==> config.mk <==
export PLATFORM = sky130hd
export DESIGN_NAME = pipe_stage_reg_flat
export DESIGN_NICKNAME = d
export VERILOG_FILES = /design/src/rtl/pipe_stage_reg_if.sv /design/src/rtl/pipe_stage_reg.sv /design/src/flat_wrapper.sv
export SDC_FILE = /design/constraint.sdc
export NUM_CORES = 1
export LEC_CHECK = 0
export ABC_CLOCK_PERIOD_IN_PS = 4700
export CORE_ASPECT_RATIO = 1.75
export CORE_MARGIN = 2
export CORE_UTILIZATION = 40
export DETAILED_ROUTE_END_ITERATION = 8
export MAX_ROUTING_LAYER = met4
export PLACE_DENSITY = 0.72
export SLEW_MARGIN = 20
export SYNTH_ARGS = -nofsm -noshare
export SYNTH_HDL_FRONTEND = slang
export SYNTH_SLANG_ARGS = --single-unit
==> constraint.sdc <==
create_clock -name i_clk -period 4.7 [get_ports i_clk]
set_clock_uncertainty 0.1 [all_clocks]
set_input_delay 1.41 -clock i_clk [delete_from_list [all_inputs] [get_ports i_clk]]
set_output_delay 1.41 -clock i_clk [all_outputs]
set_load 0.05 [all_outputs]
==> src/rtl/pipe_stage_reg_if.sv <==
// rtl/pipe_stage_reg_if.sv - handshake/payload bundle for one pipeline stage register
interface pipe_stage_reg_if #(
  parameter int NB_REG  = 32,
  parameter int N_WORDS = 2,
  parameter int NB_CNT  = 16
);
  logic                        i_dunit_clk_en;
  logic                        i_valid;
  logic [NB_REG*N_WORDS-1:0]   i_data;
  logic                        i_flush;
  logic                        i_write;
  logic                        i_cnt_clear;
  logic [NB_REG*N_WORDS-1:0]   o_data;
  logic                        o_valid;
  logic                        o_bubble;
  logic [NB_CNT-1:0]           o_stall_cnt;
  logic [NB_CNT-1:0]           o_flush_cnt;

  // Upstream/control side: drives the request, observes the stage.
  modport master (
    output i_dunit_clk_en, i_valid, i_data, i_flush, i_write, i_cnt_clear,
    input  o_data, o_valid, o_bubble, o_stall_cnt, o_flush_cnt
  );

  // Stage side: consumes the request, presents registered state.
  modport slave (
    input  i_dunit_clk_en, i_valid, i_data, i_flush, i_write, i_cnt_clear,
    output o_data, o_valid, o_bubble, o_stall_cnt, o_flush_cnt
  );
endinterface

==> src/rtl/pipe_stage_reg.sv <==
// rtl/pipe_stage_reg.sv - pipeline stage register with flush bubbles, stall hold and perf counters
module pipe_stage_reg #(
  parameter int NB_REG       = 32,
  parameter int N_WORDS      = 2,
  parameter int NB_CNT       = 16,
  parameter int FLUSH_CYCLES = 1
) (
  input  logic             i_clk,
  input  logic             i_reset,
  pipe_stage_reg_if.slave  bus
);
  localparam int              NB_DATA  = NB_REG * N_WORDS;
  localparam logic [3:0]      BUB_LOAD = 4'(FLUSH_CYCLES - 1);
  localparam logic [NB_CNT-1:0] CNT_MAX = {NB_CNT{1'b1}};

  logic [NB_DATA-1:0] data_q;
  logic               valid_q;
  logic [3:0]         bub_cnt;
  logic [NB_CNT-1:0]  stall_cnt_q;
  logic [NB_CNT-1:0]  flush_cnt_q;

  logic en;
  logic in_bubble;
  logic hold;

  assign en        = bus.i_dunit_clk_en;
  assign in_bubble = (bub_cnt != 4'd0);
  // A stall is an edge where nothing else claims the stage and the write enable is low.
  assign hold      = !bus.i_flush && !in_bubble && !bus.i_write;

  // Payload and bubble sequencing: flush beats bubble beats write beats hold.
  always_ff @(posedge i_clk or posedge i_reset) begin
    if (i_reset) begin
      data_q  <= '0;
      valid_q <= 1'b0;
      bub_cnt <= 4'd0;
    end else if (en) begin
      if (bus.i_flush) begin
        data_q  <= '0;
        valid_q <= 1'b0;
        bub_cnt <= BUB_LOAD;
      end else if (in_bubble) begin
        data_q  <= '0;
        valid_q <= 1'b0;
        bub_cnt <= bub_cnt - 4'd1;
      end else if (bus.i_write) begin
        data_q  <= bus.i_data;
        valid_q <= bus.i_valid;
      end
    end
  end

  // Saturating performance counters; a clear wins over a same-edge increment.
  always_ff @(posedge i_clk or posedge i_reset) begin
    if (i_reset) begin
      stall_cnt_q <= '0;
      flush_cnt_q <= '0;
    end else if (en) begin
      if (bus.i_cnt_clear) begin
        stall_cnt_q <= '0;
        flush_cnt_q <= '0;
      end else begin
        if (hold && valid_q && (stall_cnt_q != CNT_MAX)) begin
          stall_cnt_q <= stall_cnt_q + 1'b1;
        end
        if (bus.i_flush && (flush_cnt_q != CNT_MAX)) begin
          flush_cnt_q <= flush_cnt_q + 1'b1;
        end
      end
    end
  end

  assign bus.o_data      = data_q;
  assign bus.o_valid     = valid_q;
  assign bus.o_bubble    = in_bubble;
  assign bus.o_stall_cnt = stall_cnt_q;
  assign bus.o_flush_cnt = flush_cnt_q;
endmodule

==> src/flat_wrapper.sv <==
// flat-port wrapper written by rule: the top's interface ports become plain ports
module pipe_stage_reg_flat 
#(
  parameter int NB_REG       = 32,
  parameter int N_WORDS      = 2,
  parameter int NB_CNT       = 16,
  parameter int FLUSH_CYCLES = 1
)
  (i_clk, i_reset, bus_i_dunit_clk_en, bus_i_valid, bus_i_data, bus_i_flush, bus_i_write, bus_i_cnt_clear, bus_o_data, bus_o_valid, bus_o_bubble, bus_o_stall_cnt, bus_o_flush_cnt);
  pipe_stage_reg_if #(.NB_REG(NB_REG), .N_WORDS(N_WORDS), .NB_CNT(NB_CNT)) bus_i ();
  input  logic i_clk;
  input  logic i_reset;
  input wire logic [$bits(bus_i.i_dunit_clk_en)-1:0] bus_i_dunit_clk_en;
  input wire logic [$bits(bus_i.i_valid)-1:0] bus_i_valid;
  input wire logic [$bits(bus_i.i_data)-1:0] bus_i_data;
  input wire logic [$bits(bus_i.i_flush)-1:0] bus_i_flush;
  input wire logic [$bits(bus_i.i_write)-1:0] bus_i_write;
  input wire logic [$bits(bus_i.i_cnt_clear)-1:0] bus_i_cnt_clear;
  output wire logic [$bits(bus_i.o_data)-1:0] bus_o_data;
  output wire logic [$bits(bus_i.o_valid)-1:0] bus_o_valid;
  output wire logic [$bits(bus_i.o_bubble)-1:0] bus_o_bubble;
  output wire logic [$bits(bus_i.o_stall_cnt)-1:0] bus_o_stall_cnt;
  output wire logic [$bits(bus_i.o_flush_cnt)-1:0] bus_o_flush_cnt;
  assign bus_i.i_dunit_clk_en = bus_i_dunit_clk_en;
  assign bus_i.i_valid = bus_i_valid;
  assign bus_i.i_data = bus_i_data;
  assign bus_i.i_flush = bus_i_flush;
  assign bus_i.i_write = bus_i_write;
  assign bus_i.i_cnt_clear = bus_i_cnt_clear;
  assign bus_o_data = bus_i.o_data;
  assign bus_o_valid = bus_i.o_valid;
  assign bus_o_bubble = bus_i.o_bubble;
  assign bus_o_stall_cnt = bus_i.o_stall_cnt;
  assign bus_o_flush_cnt = bus_i.o_flush_cnt;
  pipe_stage_reg #(.NB_REG(NB_REG), .N_WORDS(N_WORDS), .NB_CNT(NB_CNT), .FLUSH_CYCLES(FLUSH_CYCLES)) u_core (.i_clk(i_clk), .i_reset(i_reset), .bus(bus_i));
endmodule
# After elaboration in Yosys (flattened, before gate mapping)
# Cells that the tools add are included.
[totals] word_cells=39 in_bits=71 output_inout_bits=98 register_bits=101
[classes] eq_ne=2 muxes=12 n_addsub=3 reduce_logical=17
[ops] cell="$mux 64" n=3
[ops] cell="$mux 16" n=4
[ops] cell="$add 16x1->16 const B" n=2
[ops] cell="$ne 16x16->1 const B" n=2
[ops] cell="$mux 4" n=2
[ops] cell="$reduce_and 2->1" n=4
[ops] cell="$reduce_bool 2->1" n=3
[ops] cell="$logic_and 1x1->1" n=5
[ops] cell="$reduce_bool 4->1" n=1
[ops] cell="$sub 4x1->4 const B" n=1
[ops] cell="$logic_not 1->1" n=3
[ops] cell="$mux 1" n=3
[ops] cell="$reduce_bool 3->1" n=1

# Logic depth before layout (Yosys ltp)
# Gate-level depths: netlist (run 1).
[depth] word_depth=8 ltp_mapped=10 depth_no_buf=7

# Worst setup path before layout (run 1)
# Ideal clock, no wire load.
[synth_path] path_kind="in2reg" start="input port bus_i_write" end="register u_core.stall_cnt_q[13] (netlist: u_core.bus.o_stall_cnt[13])" t_required_ps=4476 setup_ps=124 path_buffers=0 arrival_time_ps=2787 setup_slack_ps=1689 path_stages=4 cell_sequence="nand4bb_1 or4_4 or2_1 a211o_1"
[synth_via] elab_chain_len=6
[synth_lines] element="start, declared" line="flat_wrapper.sv:17" source="input wire logic [$bits(bus_i.i_write)-1:0] bus_i_write;"
[synth_lines] element="$logic_not 1->1" line="pipe_stage_reg.sv:29" source="assign hold = !bus.i_flush && !in_bubble && !bus.i_write;"
[synth_lines] element="$logic_and 1x1->1" line="pipe_stage_reg.sv:29"
[synth_lines] element="$logic_and 1x1->1 (2 in series)" line="pipe_stage_reg.sv:63" source="if (hold && valid_q && (stall_cnt_q != CNT_MAX)) begin"
[synth_lines] element="$reduce_bool 2->1 (no line)"
[synth_lines] element="$reduce_and 2->1 (no line)"
[synth_lines] element="end signal, assigned" line="pipe_stage_reg.sv:64" source="stall_cnt_q <= stall_cnt_q + 1'b1;"
[synth_lines] element="end, declared" line="pipe_stage_reg.sv:19" source="logic [NB_CNT-1:0] stall_cnt_q;"
# Every way passes these cells.
# A chain may end at the register's enable or synchronous reset.

# Worst setup path in the final report (run 1)
[layout_path] start="register u_core.bub_cnt[0]" end="output port bus_o_bubble"
[layout_via] elab_chain_len=1
[layout_lines] element="start, declared" line="pipe_stage_reg.sv:18" source="logic [3:0] bub_cnt;"
[layout_lines] element="start signal, assigned" line="pipe_stage_reg.sv:45" source="bub_cnt <= bub_cnt - 4'd1;"
[layout_lines] element="$reduce_bool 4->1" line="pipe_stage_reg.sv:27" source="assign in_bubble = (bub_cnt != 4'd0);"
[layout_lines] element="end, declared" line="flat_wrapper.sv:21" source="output wire logic [$bits(bus_i.o_bubble)-1:0] bus_o_bubble;"
# Every way passes these cells.

==> results of run 1 <==
-- kinds of logic after synthesis --
| group | count (synthesis) | share of synthesized area |
|---|---|---|
| buffers and inverters | 53 | 0.0435 |
| adders and majority gates | 3 | 0.00759 |
| muxes | 1 | 0.00228 |
| DFF | 101 | 0.511 |
| AOI/OAI and AO/OA | 141 | 0.185 |
| and+or+nand+nor | 265 | 0.250 |
-- synth_stat cells, types with 5 or more instances --
cell      number
nor2_1        16
nor4_1         5
o21ai_0       80
buf_1          6
nand4_1       14
o311a_1        7
a211o_1        6
nand3_1       16
nand2_1      164
inv_1         15
o221ai_1       5
o211ai_1      10
dfrtp_1      101
or4_1          6
clkbuf_1      22
nor2b_1        5
or3_1          5
buf_2          5
nor3_1        11
-- report_power, final --
part	total, uW	leakage [uW]	switching [uW]	internal, uW
sequential	1010	0.00133	67.8	943
combinational	656	0.00145	428	228
clock	715	0.000132	341	375
-- state kept, by name (all words and copies together), names as in the netlist --
signal,count
u_core.bus.o_data,64
u_core.bus.o_stall_cnt,16
u_core.bus.o_flush_cnt,16
u_core.bub_cnt,4
u_core.bus.o_valid,1
-- per-stage QoR --
step	power (uW)	cell area [um2]
6_report	2380	7060
5_1_grt	2490	7060
4_1_cts	2410	7060
3_5_place_dp	1690	6790
3_3_place_gp	1680	6790
2_1_floorplan	1410	4950
-- how the worst max path moves through the flow --
stage,from,endpoint,cells after the start
floorplan,i_reset,u_core.bub_cnt[0],1
global placement,bus_i_dunit_clk_en,u_core.bus.o_stall_cnt[13],5
detailed placement,bus_i_dunit_clk_en,u_core.bus.o_stall_cnt[13],5
CTS,u_core.bub_cnt[0],bus_o_bubble,5
global route,u_core.bub_cnt[0],bus_o_bubble,5
finish,u_core.bub_cnt[0],bus_o_bubble,5
-- critical path, stage by stage (launching register included) --
cell and delay [ps]:
dfrtp_1 390, inv_1 60, ha_1 220, nor3b_2 190
inv_2 230, clkdlybuf4s50_1 870
-- cell type report --
class,count,area [um2]
timing repair buffer,177,1760
multi-input combinational,410,2220
clock inverter,5,33.8
clock buffer,11,243
tap,165,206
fill,1119,5010
sequential,101,2530
inverter,17,66.3
-- per-layer routing --
layer  global-route usage  vias to the layer above  share of wire
met4               0.0939                        0          0.027
met5                    -                        -              0
met2                0.366                      166           0.51
met1                0.272                     2250           0.40
li1                     -                     2312              -
met3               0.0567                       30          0.058
==> metrics.md, run 1 <==
| Metric | Value |
|---|---|
| Core Region | `12,100 um2` |
| Worst skew pair latency | `350 ps` |
| Crit Reg-Reg Endpoint | `u_core.bus.o_stall_cnt[13]` |
| Worst Path Class, Setup | `flop to output pin` |
| Post-synth top area cell | `dfrtp_1` |
| WHS Endpoint | `u_core.bus.o_data[53]` |
| Reg2reg setup slack | `2170 ps` |
| Initial antenna violation count | `0` |
| Max Cap Violations | `0` |
| Placed Cells | `870` |
| Leak Pwr | `0.00291 uW` |
| Post-cts hold buffer count | `0` |
| Die footprint | `13,300 um2` |
| Layout Cells excl Fill | `886` |
| Fin. max-slew vios | `0` |
| Setup Fix Bufs, Post-CTS | `0` |
| Endpoints failing setup | `0` |
| Syn_nets | `638` |
| Fin Setup TNS | `0 ps` |
| Worst-margin pin slew | `905 ps` |
| Fraction of layout cells with a size suffix above 1 | `0.0555` |
| Clock-pin slew on the worst setup and hold paths | `70 ps` |
| R2r startpoint | `u_core.bub_cnt[0]` |
| Ys async rst share | `1.00` |
| Maximum VDD drop | `0.251 mV` |
| Hold Slack | `375 ps` |
| Pin count of the biggest net entering global routing | `131` |
| Synth top area share | `0.511` |
| First-pass GRT wire length | `23,200 um` |
| Detail Route Antenna Nets | `0` |
| Run status | `finished, final reports clean` |
| Commonest cells after routing, fill and taps aside | `168 x clkdlybuf4s50_1, 164 x nand2_1, 101 x dfrtp_1` |
| Post-synthesis sequential area ratio | `0.511` |
| CP Max Fanout | `12` |
| Rel. slew slack | `0.392` |
| Hold Crit Class | `flop to flop` |
| Post-DP HPWL | `10,100 um` |
| Setup WS pre-CTS | `824 ps` |
| Crit start category | `flop` |
| Die width | `88.1 um` |
| Dominant synthesized flop cell | `dfrtp_1` |
| Synth area leaders | `dfrtp_1 51%, nand2_1 12%, o21ai_0 8.1%, nand4_1 1.8%, clkbuf_1 1.7%` |
| Routed WL | `14,200 um` |
| Power Dens Cells | `337 nW/um2` |
| Syn_area_per_cell | `8.77 um2` |
| WHS Path Cells | `2` |
| FMAX | `262 MHz` |
| H-tree depth | `3` |
| CTS tree | `done` |
| Post-CTS resize count | `0` |
| Reg2Reg Depth | `7` |
| Hold_sp | `u_core.bus.o_data[53]` |
| RSZ-0062 raised after global routing | `false` |
| Clk sinks | `101` |
| Warnings, synthesis | `0` |
| Vias/cell | `5.37` |
| Port bufs | `168` |
| Root buf cell | `clkbuf_16` |
| WP data required | `3190 ps` |
| TritonCTS buffer count | `9` |
| Worst Setup End Kind | `output pin` |
| Most common cell after layout, fill and taps aside | `clkdlybuf4s50_1` |
| Remaining DRCs | `0` |
| Initial drt markers | `251` |
| Ant. Diodes | `0` |
| I/O Pins | `169` |
| Min Tclk post-route | `3820 ps` |
| RePlAce Congestion | `0.904` |
| Via count | `4,758` |
| Synth Instances | `564` |
| Initial core utilization | `0.410` |
| Std-Cell Rows | `53` |
| Chip height | `151 um` |
| CTS Buffer Depth | `2` |
| Final nets | `790` |
| Total gr overflow | `0` |
| Initial DRT Pass Iterations | `4` |
| Synth-to-Final Area Change | `42.8%` |
| Synth cell types | `56` |
| WP data arrival | `2310 ps` |
| Final period util | `0.813` |
| Fin util | `0.585` |
| Setup WS post-layout | `877 ps` |
| WL/cell | `16.0 um` |
| Synth Cell Area | `4950 um2` |
| Final hold vios | `0` |
| Total Routing Usage GR | `0.227` |
| Post-synth EDFFs | `0` |
| Number of global-route vias before repair | `4,846` |
| #FFs+latches synth | `101` |
(Power assumes the default switching activity.)
==> run 2: changes to the inputs <==
--- a/config.mk
+++ b/config.mk
@@ -5,7 +5,7 @@
 export SDC_FILE = /design/constraint.sdc
 export NUM_CORES = 1
 export LEC_CHECK = 0
-export ABC_CLOCK_PERIOD_IN_PS = 4700
+export ABC_CLOCK_PERIOD_IN_PS = 3700
 export CORE_ASPECT_RATIO = 1.75
 export CORE_MARGIN = 2
 export CORE_UTILIZATION = 40
==> constraint.sdc (replaced) <==
create_clock -name i_clk -period 3.7 [get_ports i_clk]
set_clock_uncertainty 0.1 [all_clocks]
set_input_delay 1.11 -clock i_clk [delete_from_list [all_inputs] [get_ports i_clk]]
set_output_delay 1.11 -clock i_clk [all_outputs]
set_load 0.05 [all_outputs]
==> metrics.md, run 2 (synthesized netlist as in run 1, its figures left out) <==
| Metric | Value |
|---|---|
| Run status | `finished, final reports clean` |
| Number of global-route vias before repair | `4,784` |
| Initial core utilization | `0.410` |
| M2 GR Usage | `0.366` |
| Commonest cells after routing, fill and taps aside | `168 x clkdlybuf4s50_1, 164 x nand2_1, 101 x dfrtp_1` |
| I/O Pins | `169` |
| Worst skew pair latency | `350 ps` |
| H-tree depth | `3` |
| Layout Cells excl Fill | `888` |
| Net Sw Power | `1100 uW` |
| RSZ-0062 raised after global routing | `false` |
| Die width | `88.1 um` |
| WP data required | `2490 ps` |
| Post-cts hold buffer count | `0` |
| Final nets | `792` |
| Fin. max-slew vios | `0` |
| Worst Path Class, Setup | `flop to output pin` |
| WP data arrival | `2280 ps` |
| Maximum VDD drop | `0.297 mV` |
| Max FFs per register | `64` |
| Crit start category | `flop` |
| Max Cap Violations | `0` |
| Clock-pin slew on the worst setup and hold paths | `80 ps` |
| Total Routing Usage GR | `0.224` |
| CTS Buffer Depth | `2` |
| Initial drt markers | `208` |
| Int Power | `1970 uW` |
| Via count | `4,730` |
| Remaining DRCs | `0` |
| Setup Fix Bufs, Post-CTS | `0` |
| Post-route cell area | `7130 um2` |
| Chip height | `151 um` |
| Ant. Diodes | `0` |
| Detail Route Antenna Nets | `0` |
| Met1 usage | `0.264` |
| Final period util | `0.943` |
| Pin count of the biggest net entering global routing | `131` |
| Initial DRT Pass Iterations | `4` |
| Setup WS pre-CTS | `308 ps` |
| Die footprint | `13,300 um2` |
| Leak Pwr | `0.00294 uW` |
| TritonCTS buffer count | `9` |
| Fin Setup TNS | `0 ps` |
| Total gr overflow | `0` |
| Worst Setup End Kind | `output pin` |
| Std-Cell Rows | `53` |
| Switch share | `0.358` |
| Fraction of layout cells with a size suffix above 1 | `0.0595` |
| Final hold vios | `0` |
| Min Tclk post-route | `3490 ps` |
| Post-CTS resize count | `0` |
| Port bufs | `168` |
| Routed WL | `14,100 um` |
| Hold Crit Class | `flop to flop` |
| Placed Cells | `872` |
| FMAX | `287 MHz` |
| Setup WS post-layout | `212 ps` |
| Synth-to-Final Area Change | `44.2%` |
| Sequential power share | `0.418` |
| WL/cell | `15.8 um` |
| Worst-margin pin slew | `920 ps` |
| Clk sinks | `101` |
| CTS tree | `done` |
| Core Region | `12,100 um2` |
| Initial antenna violation count | `0` |
| Post-DP HPWL | `10,100 um` |
| Gate power share | `0.273` |
| Rel. slew slack | `0.382` |
| Busiest grt layer | `met2` |
| Root buf cell | `clkbuf_16` |
| Power share of the clock group | `0.309` |
| Endpoints failing setup | `0` |
| Most common cell after layout, fill and taps aside | `clkdlybuf4s50_1` |
| CP Max Fanout | `12` |
| First-pass GRT wire length | `22,900 um` |
| Area post-placement | `6830 um2` |
| RePlAce Congestion | `0.910` |
| GRT met3 Usage | `0.0578` |
| Power Dens Cells | `431 nW/um2` |
| Vias/cell | `5.33` |
[run 2: changes by cell type in the layout (fill, tap and decap cells not counted), sizes merged]
cell and change:
clkbuf -2, inv +1, clkinv +1, buf +2
[run 2: power by group through the flow]
stage	registers, uW	logic, uW	clock network, uW
floorplan	1620	173	0
global placement	1300	835	0
detailed placement	1310	845	0
CTS	1290	848	977
global route	1300	892	1030
finish	1290	840	950
[run 2: path summary, 6_finish.rpt]
path / start / end / slack [ps] / cells past startpoint
min in group asynchronous: i_reset / u_core.bus.o_flush_cnt[3] / 1070 / 2
max reg2reg: u_core.bub_cnt[0] / u_core.bus.o_stall_cnt[13] / 1190 / 7
max: u_core.bub_cnt[0] / bus_o_bubble / 210 / 5
max in group asynchronous: i_reset / u_core.bus.o_data[52] / 1770 / 3
min: u_core.bus.o_data[7] / u_core.bus.o_data[7] / 380 / 2
min reg2reg: u_core.bus.o_data[7] / u_core.bus.o_data[7] / 380 / 2
[run 2: stage by stage]
stage | hold slack [ps] | total power [uW] | utilization
6_report | 382 | 3080 | 0.591
5_1_grt | 403 | 3230 | 0.591
4_1_cts | 387 | 3110 | 0.591
3_5_place_dp | 370 | 2150 | 0.566
3_3_place_gp | 360 | 2130 | 0.566
2_1_floorplan | 372 | 1800 | -
[run 2: area by class of cell]
class	count	area, um2
Fill cell	1109	4940
Multi-Input combinational cell	410	2220
Inverter	17	67.6
Sequential cell	101	2530
Timing Repair Buffer	179	1800
Clock buffer	9	225
Tap cell	165	206
Clock inverter	7	80.1
[run 2: critical path, cell delays in order, from the launching register on]
cell and delay [ps]:
dfrtp_1 390, inv_1 60, ha_1 220, nor3b_2 190, inv_2 220, clkdlybuf4s50_1 860
[run 2: metal layers]
| layer | up-vias | wire length, um |
|---|---|---|
| li1 | 2308 | - |
| met4 | 0 | 244 |
| met2 | 200 | 7350 |
| met5 | - | 0 |
| met1 | 2197 | 5540 |
| met3 | 25 | 930 |
==> run 3: changes to the inputs <==
--- a/config.mk
+++ b/config.mk
@@ -5,7 +5,7 @@
 export SDC_FILE = /design/constraint.sdc
 export NUM_CORES = 1
 export LEC_CHECK = 0
-export ABC_CLOCK_PERIOD_IN_PS = 3700
+export ABC_CLOCK_PERIOD_IN_PS = 3250
 export CORE_ASPECT_RATIO = 1.75
 export CORE_MARGIN = 2
 export CORE_UTILIZATION = 40
==> constraint.sdc (replaced) <==
create_clock -name i_clk -period 3.25 [get_ports i_clk]
set_clock_uncertainty 0.1 [all_clocks]
set_input_delay 0.975 -clock i_clk [delete_from_list [all_inputs] [get_ports i_clk]]
set_output_delay 0.975 -clock i_clk [all_outputs]
set_load 0.05 [all_outputs]
==> metrics.md, run 3 (synthesized netlist as in run 1, its figures left out) <==
| Metric | Value |
|---|---|
| Final nets | `795` |
| Multi-input logic area | `2220 um2` |
| Detail Route Antenna Nets | `0` |
| Clk sinks | `101` |
| WL met2 | `7550 um` |
| CTS Buffer Depth | `2` |
| Fin Setup TNS | `0 ps` |
| First-pass GRT wire length | `23,500 um` |
| Routed WL | `14,200 um` |
| Root buf cell | `clkbuf_16` |
| H-tree depth | `3` |
| Clock-pin slew on the worst setup and hold paths | `70 ps` |
| Maximum VDD drop | `0.415 mV` |
| RePlAce Congestion | `0.925` |
| Vias/cell | `5.36` |
| CP peak stage delay | `400 ps` |
| Total Routing Usage GR | `0.228` |
| Worst Path Class, Setup | `flop to output pin` |
| Port bufs | `168` |
| Number of global-route vias before repair | `4,801` |
| Crit start category | `flop` |
| Placed Cells | `875` |
| CP Max Fanout | `4` |
| Pin count of the biggest net entering global routing | `69` |
| Max Cap Violations | `0` |
| Initial drt markers | `174` |
| Max FFs per register | `64` |
| Top layer reached by signal wires | `met4` |
| Hold Crit Class | `flop to flop` |
| Final hold vios | `0` |
| Initial antenna violation count | `0` |
| Initial core utilization | `0.410` |
| FMAX | `356 MHz` |
| Worst Setup End Kind | `output pin` |
| Layout Cells excl Fill | `891` |
| Setup WS pre-CTS | `131 ps` |
| Endpoints failing setup | `0` |
| CTS tree | `done` |
| Leak Pwr | `0.00298 uW` |
| Run status | `finished, final reports clean` |
| RSZ-0062 raised after global routing | `false` |
| Flip-flop and latch area | `2530 um2` |
| Setup WS post-layout | `439 ps` |
| Ant. Diodes | `0` |
| Power Dens Cells | `489 nW/um2` |
| Worst-margin pin slew | `842 ps` |
| Core Region | `12,100 um2` |
| CP cell instances | `inv_1 > ha_1 > nor3b_2 > inv_2 > dlymetal6s2s_1` |
| Via count | `4,779` |
| Chip height | `151 um` |
| Post-DP HPWL | `10,200 um` |
| Critical path's slowest cell | `dfrtp_1` |
| Initial DRT Pass Iterations | `5` |
| TritonCTS buffer count | `9` |
| Fraction of layout cells with a size suffix above 1 | `0.0634` |
| Commonest cells after routing, fill and taps aside | `167 x clkdlybuf4s50_1, 164 x nand2_1, 101 x dfrtp_1` |
| Synth-to-Final Area Change | `45.2%` |
| Final period util | `0.865` |
| Fin. max-slew vios | `0` |
| WL met1 | `5550 um` |
| I/O Pins | `169` |
| WP data arrival | `1740 ps` |
| Min Tclk post-route | `2810 ps` |
| Most common cell after layout, fill and taps aside | `clkdlybuf4s50_1` |
| Total gr overflow | `0` |
| Post-route cell area | `7180 um2` |
| Met3 wire len | `832 um` |
| WP data required | `2170 ps` |
| Area post-placement | `6880 um2` |
| Filler cell count | `1,073` |
| Worst skew pair latency | `340 ps` |
| Rel. slew slack | `0.435` |
| WL/cell | `15.9 um` |
| Die width | `88.1 um` |
| Remaining DRCs | `0` |
| Die footprint | `13,300 um2` |
| Std-Cell Rows | `53` |
==> run 3: path summary, 6_finish.rpt <==
kind | from | end | slack, ps | cells after the start
min | u_core.bus.o_data[34] | u_core.bus.o_data[34] | 380 | 2
max reg2reg | u_core.bub_cnt[0] | u_core.bus.o_stall_cnt[13] | 620 | 8
max in group asynchronous | i_reset | u_core.bus.o_data[21] | 1720 | 3
max | u_core.bub_cnt[0] | bus_o_bubble | 440 | 5
min in group asynchronous | i_reset | u_core.bus.o_flush_cnt[5] | 1000 | 3
min reg2reg | u_core.bus.o_data[34] | u_core.bus.o_data[34] | 380 | 2
==> run 3: through the flow <==
step | hold WS, ps | util | total power, uW
final | 385 | 0.595 | 3510
after global routing | 409 | 0.595 | 3670
after CTS | 390 | 0.595 | 3560
after detailed placement | 371 | 0.570 | 2450
after global placement | 360 | 0.570 | 2440
after floorplan | 372 | - | 2050
==> run 3: routing by layer <==
metal,up-vias,GRT usage
met4,0,0.0765
met3,20,0.0534
met2,168,0.384
met5,-,-
li1,2319,-
met1,2272,0.266
==> run 3: what timing repair did <==
item | CTS | global route
endpoints found under the setup margin | 0 | 1
hold buffers | 0 | 0
buffers inserted | 0 | 0
gates resized for setup | 0 | 1
==> run 3: final cells by class <==
type / count / area share
clock buffer: 9 / 0.0314
tap: 165 / 0.0287
clock inverter: 7 / 0.0111
timing repair buffer: 182 / 0.258
inverter: 17 / 0.00941
multi-input combinational: 410 / 0.310
sequential: 101 / 0.352
==> run 3: power by group <==
part / switching (uW) / internal [uW] / total (uW) / leakage, uW
combinational: 621 / 340 / 961 / 0.00151
clock: 540 / 549 / 1090 / 0.000146
sequential: 101 / 1360 / 1460 / 0.00133
==> run 3: critical path: cells and delay by family, from the launching register on <==
| family | cells | cell delay, ps |
|---|---|---|
| adders and majority gates | 1 | 180 |
| DFF | 1 | 400 |
| buffers and inverters | 3 | 460 |
| and+or+nand+nor | 1 | 360 |
